===== config.mk =====
export PLATFORM = sky130hd
export DESIGN_NAME = intersection_phase_scheduler
export DESIGN_NICKNAME = d
export VERILOG_FILES = /design/src/rtl/intersection_phase_scheduler.sv
export SDC_FILE = /design/constraint.sdc
export NUM_CORES = 1
export LEC_CHECK = 0
export ABC_AREA = 0
export CORE_UTILIZATION = 38
export CTS_BUF_LIST = sky130_fd_sc_hd__clkbuf_8 sky130_fd_sc_hd__clkbuf_16
export CTS_CLUSTER_DIAMETER = 60
export DETAILED_ROUTE_END_ITERATION = 8
export GPL_TIMING_DRIVEN = 0
export PLACE_DENSITY = 0.7
export SYNTH_ARGS = -nofsm -noshare
export SYNTH_HDL_FRONTEND = slang
export SYNTH_SLANG_ARGS = --single-unit

===== constraint.sdc =====
create_clock -name clk -period 1.55 [get_ports clk]
set_input_delay 0.465 -clock clk [delete_from_list [all_inputs] [get_ports clk]]
set_output_delay 0.465 -clock clk [all_outputs]
set_load 0.01 [all_outputs]

===== src/rtl/intersection_phase_scheduler.sv =====
// intersection_phase_scheduler: demand-driven NS/EW/pedestrian phase sequencer with tick-based timing.
// Optional night flashing mode is enabled by defining NIGHT_FLASH_EN (adds night_mode input and FLASH state).
module intersection_phase_scheduler #(
   parameter int unsigned GREEN_MIN  = 9,
   parameter int unsigned EW_GREEN_T = 6,
   parameter int unsigned YELLOW_T   = 3,
   parameter int unsigned ALLRED_T   = 1
) (
   input  logic       clk,
   input  logic       rst,
   input  logic       tick,
   input  logic       car_sense_ew,
   input  logic       ped_req,
`ifdef NIGHT_FLASH_EN
   input  logic       night_mode,
`endif
   output logic [2:0] ns_light,
   output logic [2:0] ew_light,
   output logic       ped_walk,
   output logic       ped_pending,
   output logic [3:0] remaining,
   output logic [2:0] phase
);
   localparam logic [3:0] D_GREEN = 4'(GREEN_MIN);
   localparam logic [3:0] D_EWG   = 4'(EW_GREEN_T);
   localparam logic [3:0] D_YEL   = 4'(YELLOW_T);
   localparam logic [3:0] D_AR    = 4'(ALLRED_T);
   typedef enum logic [2:0] {
      NS_GREEN  = 3'd0,
      NS_YELLOW = 3'd1,
      ALLRED_A  = 3'd2,
      EW_GREEN  = 3'd3,
      EW_YELLOW = 3'd4,
`ifdef NIGHT_FLASH_EN
      ALLRED_B  = 3'd5,
      FLASH     = 3'd6
`else
      ALLRED_B  = 3'd5
`endif
   } state_e;
   state_e     state_q, state_d, nxt;
   logic [3:0] rem_q, rem_d, nxt_dur, rem_dec;
   logic       ped_q, ped_d, expire;
`ifdef NIGHT_FLASH_EN
   logic       blink_q, blink_d;
`endif
   always_ff @(posedge clk) begin
      if (rst) begin
         state_q <= NS_GREEN;
         rem_q   <= D_GREEN;
         ped_q   <= 1'b0;
`ifdef NIGHT_FLASH_EN
         blink_q <= 1'b1;
`endif
      end else begin
         state_q <= state_d;
         rem_q   <= rem_d;
         ped_q   <= ped_d;
`ifdef NIGHT_FLASH_EN
         blink_q <= blink_d;
`endif
      end
   end
   // Fixed service order of the timed states and the duration each one loads on entry.
   always_comb begin
      nxt = state_q == NS_YELLOW ? ALLRED_A :
            state_q == ALLRED_A  ? EW_GREEN :
            state_q == EW_GREEN  ? EW_YELLOW :
            state_q == EW_YELLOW ? ALLRED_B : NS_GREEN;
      nxt_dur = (nxt == ALLRED_A || nxt == ALLRED_B) ? D_AR :
                nxt == EW_GREEN ? D_EWG :
                nxt == NS_GREEN ? D_GREEN : D_YEL;
      rem_dec = (tick && rem_q != 4'd0) ? rem_q - 4'd1 : rem_q;
      expire  = tick && rem_q == 4'd1;
   end
   always_comb begin
      state_d = state_q;
      rem_d   = rem_dec;
      case (state_q)
         NS_GREEN: begin
            if ((car_sense_ew || ped_q) && (expire || rem_q == 4'd0)) begin
               state_d = NS_YELLOW;
               rem_d   = D_YEL;
            end
`ifdef NIGHT_FLASH_EN
            if (night_mode && rem_q == 4'd0) begin
               state_d = FLASH;
               rem_d   = 4'd0;
            end
`endif
         end
`ifdef NIGHT_FLASH_EN
         FLASH: begin
            rem_d = 4'd0;
            if (!night_mode) begin
               state_d = ALLRED_B;
               rem_d   = D_AR;
            end
         end
`endif
         default: if (expire) begin
            state_d = nxt;
            rem_d   = nxt_dur;
         end
      endcase
   end
   // Entering EW_GREEN serves the walk, so the clear must beat a same-cycle press.
   assign ped_d = (state_d == EW_GREEN && state_q != EW_GREEN) ? 1'b0 :
                  (ped_req && state_q != EW_GREEN) ? 1'b1 : ped_q;
`ifdef NIGHT_FLASH_EN
   assign blink_d = state_q == FLASH ? blink_q ^ tick : 1'b1;
`endif
   always_comb begin
      ns_light = state_q == NS_GREEN ? 3'b100 : state_q == NS_YELLOW ? 3'b010 : 3'b001;
      ew_light = state_q == EW_GREEN ? 3'b100 : state_q == EW_YELLOW ? 3'b010 : 3'b001;
`ifdef NIGHT_FLASH_EN
      ns_light = state_q == FLASH ? {1'b0, blink_q, 1'b0} : ns_light;
      ew_light = state_q == FLASH ? {2'b00, blink_q} : ew_light;
`endif
   end
   assign ped_walk    = state_q == EW_GREEN;
   assign ped_pending = ped_q;
   assign remaining   = rem_q;
   assign phase       = state_q;
endmodule


==> results.tsv <==
metric	value	unit
status	complete, but fails checks	
violations	negative setup slack	
clkTransAtPathRegs	0.04	ns
cts_root_buffer	clkbuf_8	
cts_sinks	8	
fin_crit	1.60	ns
synth.most_common_cell	nor2_1	
gp_congestion	0.782	
hold_start	ped_pending$_SDFFE_PP0P_	
synth_largest_area_cell	dfxtp_1	
n_fill_cell	100	
regArea	176	um2
crit_start	phase[1]$_SDFF_PP0_	
grt_use_total	0.220	
grt-ovfl-total	0	
synthToLayoutAreaGrowth	73.7	%
syn_inst	71	
ys_seq_area_frac	0.283	
die_h	40.6	um
cts.htree.levels	1	
drv_slew	0	
portBuffers	19	
vias	652	
fin_crit_sh	1.03	
min_path_type	reg2reg	
place_inst	105	
synth_seq_cells	8	
critPathMaxStageDelay	0.32	ns
drt_iter0_drc	13	
ir_worst_vdd	0.671	mV
grt_pass1_vias	503	
fin_worst_skew	0.00522	ns
p_clk_frac	0.338	
hold_violations	0	
synth_top_area_frac	0.283	
crit_family	buffers and inverters	
antenna_found_initial	0	
setup_ws	-0.0504	ns
rsz0062_at_grt	yes	
swShare	0.297	
rr_startpoint	remaining[1]$_SDFF_PP0_	
cts_tree	built	
routed_via_density	5.53	
synth-main-ff-cell	dfxtp_1	
diodes	0	
netlist_area	566	um2
wl_per_cell	14.1	um
synthArstFlopShare	0	
dieArea	1650	um2
rows	13	
final_cells	118	
hold_buffers	0	
p_switching	224	uW
synth_fp_nets	79	
yosys_warnings	0	
ys_top_cells_by_count	9 x nor2_1, 8 x dfxtp_1, 5 x inv_1, 5 x o21ai_0	
multiInputGateArea	449	um2
power.leakage	0.000444	uW
io_pins	20	
path_buf_inv	3	
dpl.hpwl	1060	um
firstDrtPassIters	4	
synth_cell_type_count	33	
synth_edf_count	0	
crit_path_end_kind	output pin	
synth_area_leaders	dfxtp_1 28%, ha_1 6.6%, nor2_1 6.0%, o21ai_0 4.4%, nor3_1 3.5%	
route.detailed.drc	0	
coreArea	1350	um2
maxSlewHeadroom	0.809	
crit_type	reg2out	
cts_made_buffers	3	
crit_path_frequent_cell	buf_6	
crit_slowest_cell	dfxtp_2	
die_w	40.6	um
power_density	768	nW/um2
setup_viol	5	
arrival	1.14	ns
clk_latency	0.23	ns
grt_pass1_wl	2320	um
post-route-util	0.728	
start_kind	register	
initial_core_util	0.419	
drive_above_1_share	0.476	
seqPwrFrac	0.334	
wl	1670	um
worstMarginPinSlew	0.283	ns
finalSetupTns	-0.175	ns
cp.required	1.08	ns
intPower	530	uW
crit_chain	buf_8 > and3b_2 > buf_6 > buf_6	
final_nets	113	
avgSynthCellArea	7.97	um2
clk_path_buf_depth	2	
antenna_left	0	
grt_max_degree	10	
critPathMaxFanout	5	
power_frac_comb	0.328	
maxCapViolations	0	
timing.fmax	625	MHz
[stage by stage]
step	hold slack [ns]	instance area, um2	power [uW]	setup slack, ns
after global routing	0.529	982	791	-0.0920
after CTS	0.509	910	715	-0.0696
final	0.502	982	754	-0.0504
after detailed placement	0.507	778	439	-0.614
after global placement	0.499	778	438	-0.588
after floorplan	0.522	569	361	-0.0106
[cell usage in the layout (no fill, tap or decap), types with 4 or more instances in the layout]
cell type / netlist / final
buf_2: 0 / 5
buf_4: 1 / 9
dfxtp_2: 0 / 4
dlygate4sd2_1: 0 / 7
nor2_1: 9 / 9
o21ai_0: 5 / 4
[routing by layer]
layer	vias to the layer above	global-route usage	part of all wire
met3	3	0.100	0.042
met4	0	0.0250	0.0048
met5	-	0	0
met1	311	0.295	0.48
met2	15	0.329	0.48
li1	323	-	-
[worst min-delay path: stages (launching register included)]
cell and delay (ns):
dfxtp_1 0.31, nor2_1 0.10, nor3_1 0.05
[area by class of cell]
cell class,instances,share of cell area
sequential,8,0.180
clock buffer,3,0.0420
multi-input combinational,55,0.457
inverter,5,0.0217
tap,15,0.0191
timing repair buffer,29,0.238
buffer,3,0.0420
[power by group through the flow]
stage / Clock, uW / Combinational, uW / Sequential (uW)
floorplan: 0 / 103 / 258
detailed placement: 0 / 185 / 254
finish: 255 / 248 / 252
global placement: 0 / 184 / 254
CTS: 258 / 205 / 251
global route: 271 / 267 / 254
[path summary, 6_finish.rpt]
| kind | endpoint | slack [ns] | cells past startpoint |
|---|---|---|---|
| worst max-delay path | ew_light[2] | -0.05 | 4 |
| worst min-delay path | ped_pending$_SDFFE_PP0P_ | 0.50 | 2 |
| worst max register to register | phase[0]$_SDFF_PP0_ | -0.03 | 6 |
| worst min register to register | ped_pending$_SDFFE_PP0P_ | 0.50 | 2 |
[kinds of logic after synthesis]
group           share of synthesized area
simple gates                        0.345
compound gates                      0.230
buf+inv                            0.0597
flops                               0.283
fa+ha+maj                          0.0664
xor+xnor                           0.0155
[state kept, by name, summed over array words and instances (netlist names)]
register and count:
remaining 4, ped_pending 1, phase 3
[what timing repair did]
item / in CTS / in global routing
setup endpoints to repair: 22 / 11
gates resized for setup: 57 / 16
buffers inserted: 6 / 4
pin swaps: 6 / 7
Note: power is estimated with default switching activity, not from simulation.
==> patch, RTL diff (same flow settings) <==
Add a define of `NIGHT_FLASH_EN`.
--- a/src/rtl/intersection_phase_scheduler.sv
+++ b/src/rtl/intersection_phase_scheduler.sv
@@ -1,5 +1,7 @@
 // intersection_phase_scheduler: demand-driven NS/EW/pedestrian phase sequencer with tick-based timing.
 // Optional night flashing mode is enabled by defining NIGHT_FLASH_EN (adds night_mode input and FLASH state).
+`define NIGHT_FLASH_EN
+
 module intersection_phase_scheduler #(
    parameter int unsigned GREEN_MIN  = 9,
    parameter int unsigned EW_GREEN_T = 6,
Interface: changed (added night_mode); port bits go from 20 to 21. No check against the original RTL was run, so the function may have changed too.
==> patch against the unedited design <==
  * The flow still finishes with violations (setup timing)
  * Sequential cell count grew 1
  * Routed wire length increased by 50%
  * Clock skew is 0.0029 ns lower
  * Total power is 120% higher
  * Non-clock buffer count grew 9
  * Combinational power rose to 3.9 times the old value
  * Area after synthesis grew 28%
  * Die area grew 26%
  * First-iteration DRC count rose to 3.5 times the old value
  * Cell area grew 27%
  * Setup slack got worse by 0.13 ns
  * Core utilization shrank 1.1 points
  * Sequential share of layout area is 1.7 points lower
  * Critical endpoint is now ns_light[1]
  * Highest routed layer unchanged
==> patch: results (changes against the unedited design) <==
Synth Instances -> 93 (was 71)
Area contributors post-synth -> dfxtp_1 25%, ha_1 5.2%, nand2_1 5.2%, nor2_1 4.7%, nor2b_1 4.3% (was dfxtp_1 28%, ha_1 6.6%, nor2_1 6.0%, o21ai_0 4.4%, nor3_1 3.5%)
Peak VDD IR -> 0.0006584 V (was 0.0006710 V)
Post-Route WL -> 2.507 mm (was 1.667 mm)
clk slew on worst S/H paths -> 0.05 ns
FFs w/ async S/R, synth -> 0 (unchanged)
Commonest cells post-synth -> 10 x nand2_1, 9 x dfxtp_1, 9 x nor2_1 (was 9 x nor2_1, 8 x dfxtp_1, 5 x inv_1, 5 x o21ai_0)
Final HPWL DP -> 1.379 mm (was 1.056 mm)
Int Pwr -> 0.9931 mW (was 0.5299 mW)
number of global-route vias before repair -> 776 (was 503)
Finish-stage setup viols -> 7 (was 5)
H-tree depth -> 1 (unchanged)
Largest register FFs -> 4 (unchanged)
first-pass GRT wire length -> 3.394 mm (was 2.318 mm)
failing checks -> setup timing (unchanged)
iteration-0 DRC count of the detailed router -> 46 (was 13)
routed vias -> 929 (was 652)
Syn Nets -> 102 (was 79)
setup TNS -> -0.7405 ns (was -0.1750 ns)
GRT Resource Usage Total -> 0.2319 (was 0.2202)
setup ws final -> -0.1797 ns (was -0.05042 ns)
total CTS buffers -> 3 (unchanged)
drt pass-1 iters -> 4 (unchanged)
largest net degree at the start of global routing -> 11 (was 10)
register area share after synthesis -> 0.2496 (was 0.2832)
status -> finished with violations (unchanged)
top_reg_cell synth -> dfxtp_1 (unchanged)
final clock skew -> 0.002345 ns (was 0.005216 ns)
Slew headroom -> 0.7226 (was 0.8092)
Finished Cell Area -> 0.001251 mm^2 (was 982.2 um^2)
post-synth cell types -> 37 (was 33)
Area after DPL -> 953.4 um^2 (was 778.2 um^2)
GPL Wtd Cong -> 0.9271 (was 0.7824)
net count reported at finish -> 144 (was 113)
leak pwr -> 0.5314 nW (was 0.4439 nW)
Worst Path Arrival -> 1.26 ns (was 1.14 ns)
CP Max Fanout -> 4 (was 5)
layout cells sized above 1 -> 0.4701 (was 0.4757)
fillers -> 130 (was 100)
==> patch: cells by family after synthesis <==
family,count (synthesis),share of synthesized area
buffers and inverters,10,0.05718
AO/OA/AOI/OAI,24,0.2340
adder cells (fa/ha/maj),3,0.05200
flip-flops,9,0.2496
AND/OR/NAND/NOR,44,0.3674
XOR/XNOR,2,0.02427
multiplexers,1,0.01560
==> patch: final timing paths <==
check	start	to	slack, ns	cells past startpoint
hold reg to reg	ped_pending	ped_pending	0.54	2
setup / recovery	phase[2]	ns_light[1]	-0.18	5
hold / removal	ped_pending	ped_pending	0.54	2
setup reg to reg	phase[2]	remaining[3]	-0.13	8
==> patch: area by class of cell <==
class                   count  share of cell area
multi-input cells          74              0.4930
flip-flops and latches      9              0.1630
clock inverters             1            0.003000
plain buffers               4             0.03000
repair buffers             37              0.2310
well taps                  25             0.02500
inverters                   6             0.02200
clock buffers               3             0.03300
==> patch: per-stage QoR <==
| stage | instances | setup WS [ns] |
|---|---|---|
| 5_1_grt | 159 | -0.2174 |
| 4_1_cts | 154 | -0.1711 |
| 3_5_place_dp | 137 | -0.7679 |
| 6_report | 159 | -0.1797 |
| 3_3_place_gp | 137 | -0.7524 |
| 2_1_floorplan | 93 | 0.003125 |
==> patch: power groups by stage <==
stage / combinational [mW] / sequential [mW] / clock, mW
after floorplan: 0.416 / 0.386 / 0
after global placement: 0.681 / 0.376 / 0
after detailed placement: 0.682 / 0.380 / 0
after CTS: 0.803 / 0.406 / 0.280
after global routing: 1.03 / 0.436 / 0.297
final: 0.959 / 0.427 / 0.275
==> patch: critical path: stages (launching register included) <==
cell	delay [ns]
dfxtp_2	0.32
buf_6	0.11
nor2b_4	0.13
buf_6	0.12
a32o_1	0.21
buf_2	0.14
==> patch: repair_timing <==
action	in CTS	in global routing
setup endpoints to repair	23	12
pin swaps	9	5
resized for setup	63	27
buffers inserted	13	5
==> patch: metal layers <==
metal | vias up | global-route usage | part of all wire
met5 | - | 0 | 0
met4 | 0 | 0.1697 | 0.039
met3 | 12 | 0.03175 | 0.070
met2 | 60 | 0.3343 | 0.47
met1 | 436 | 0.3116 | 0.42
li1 | 421 | - | -
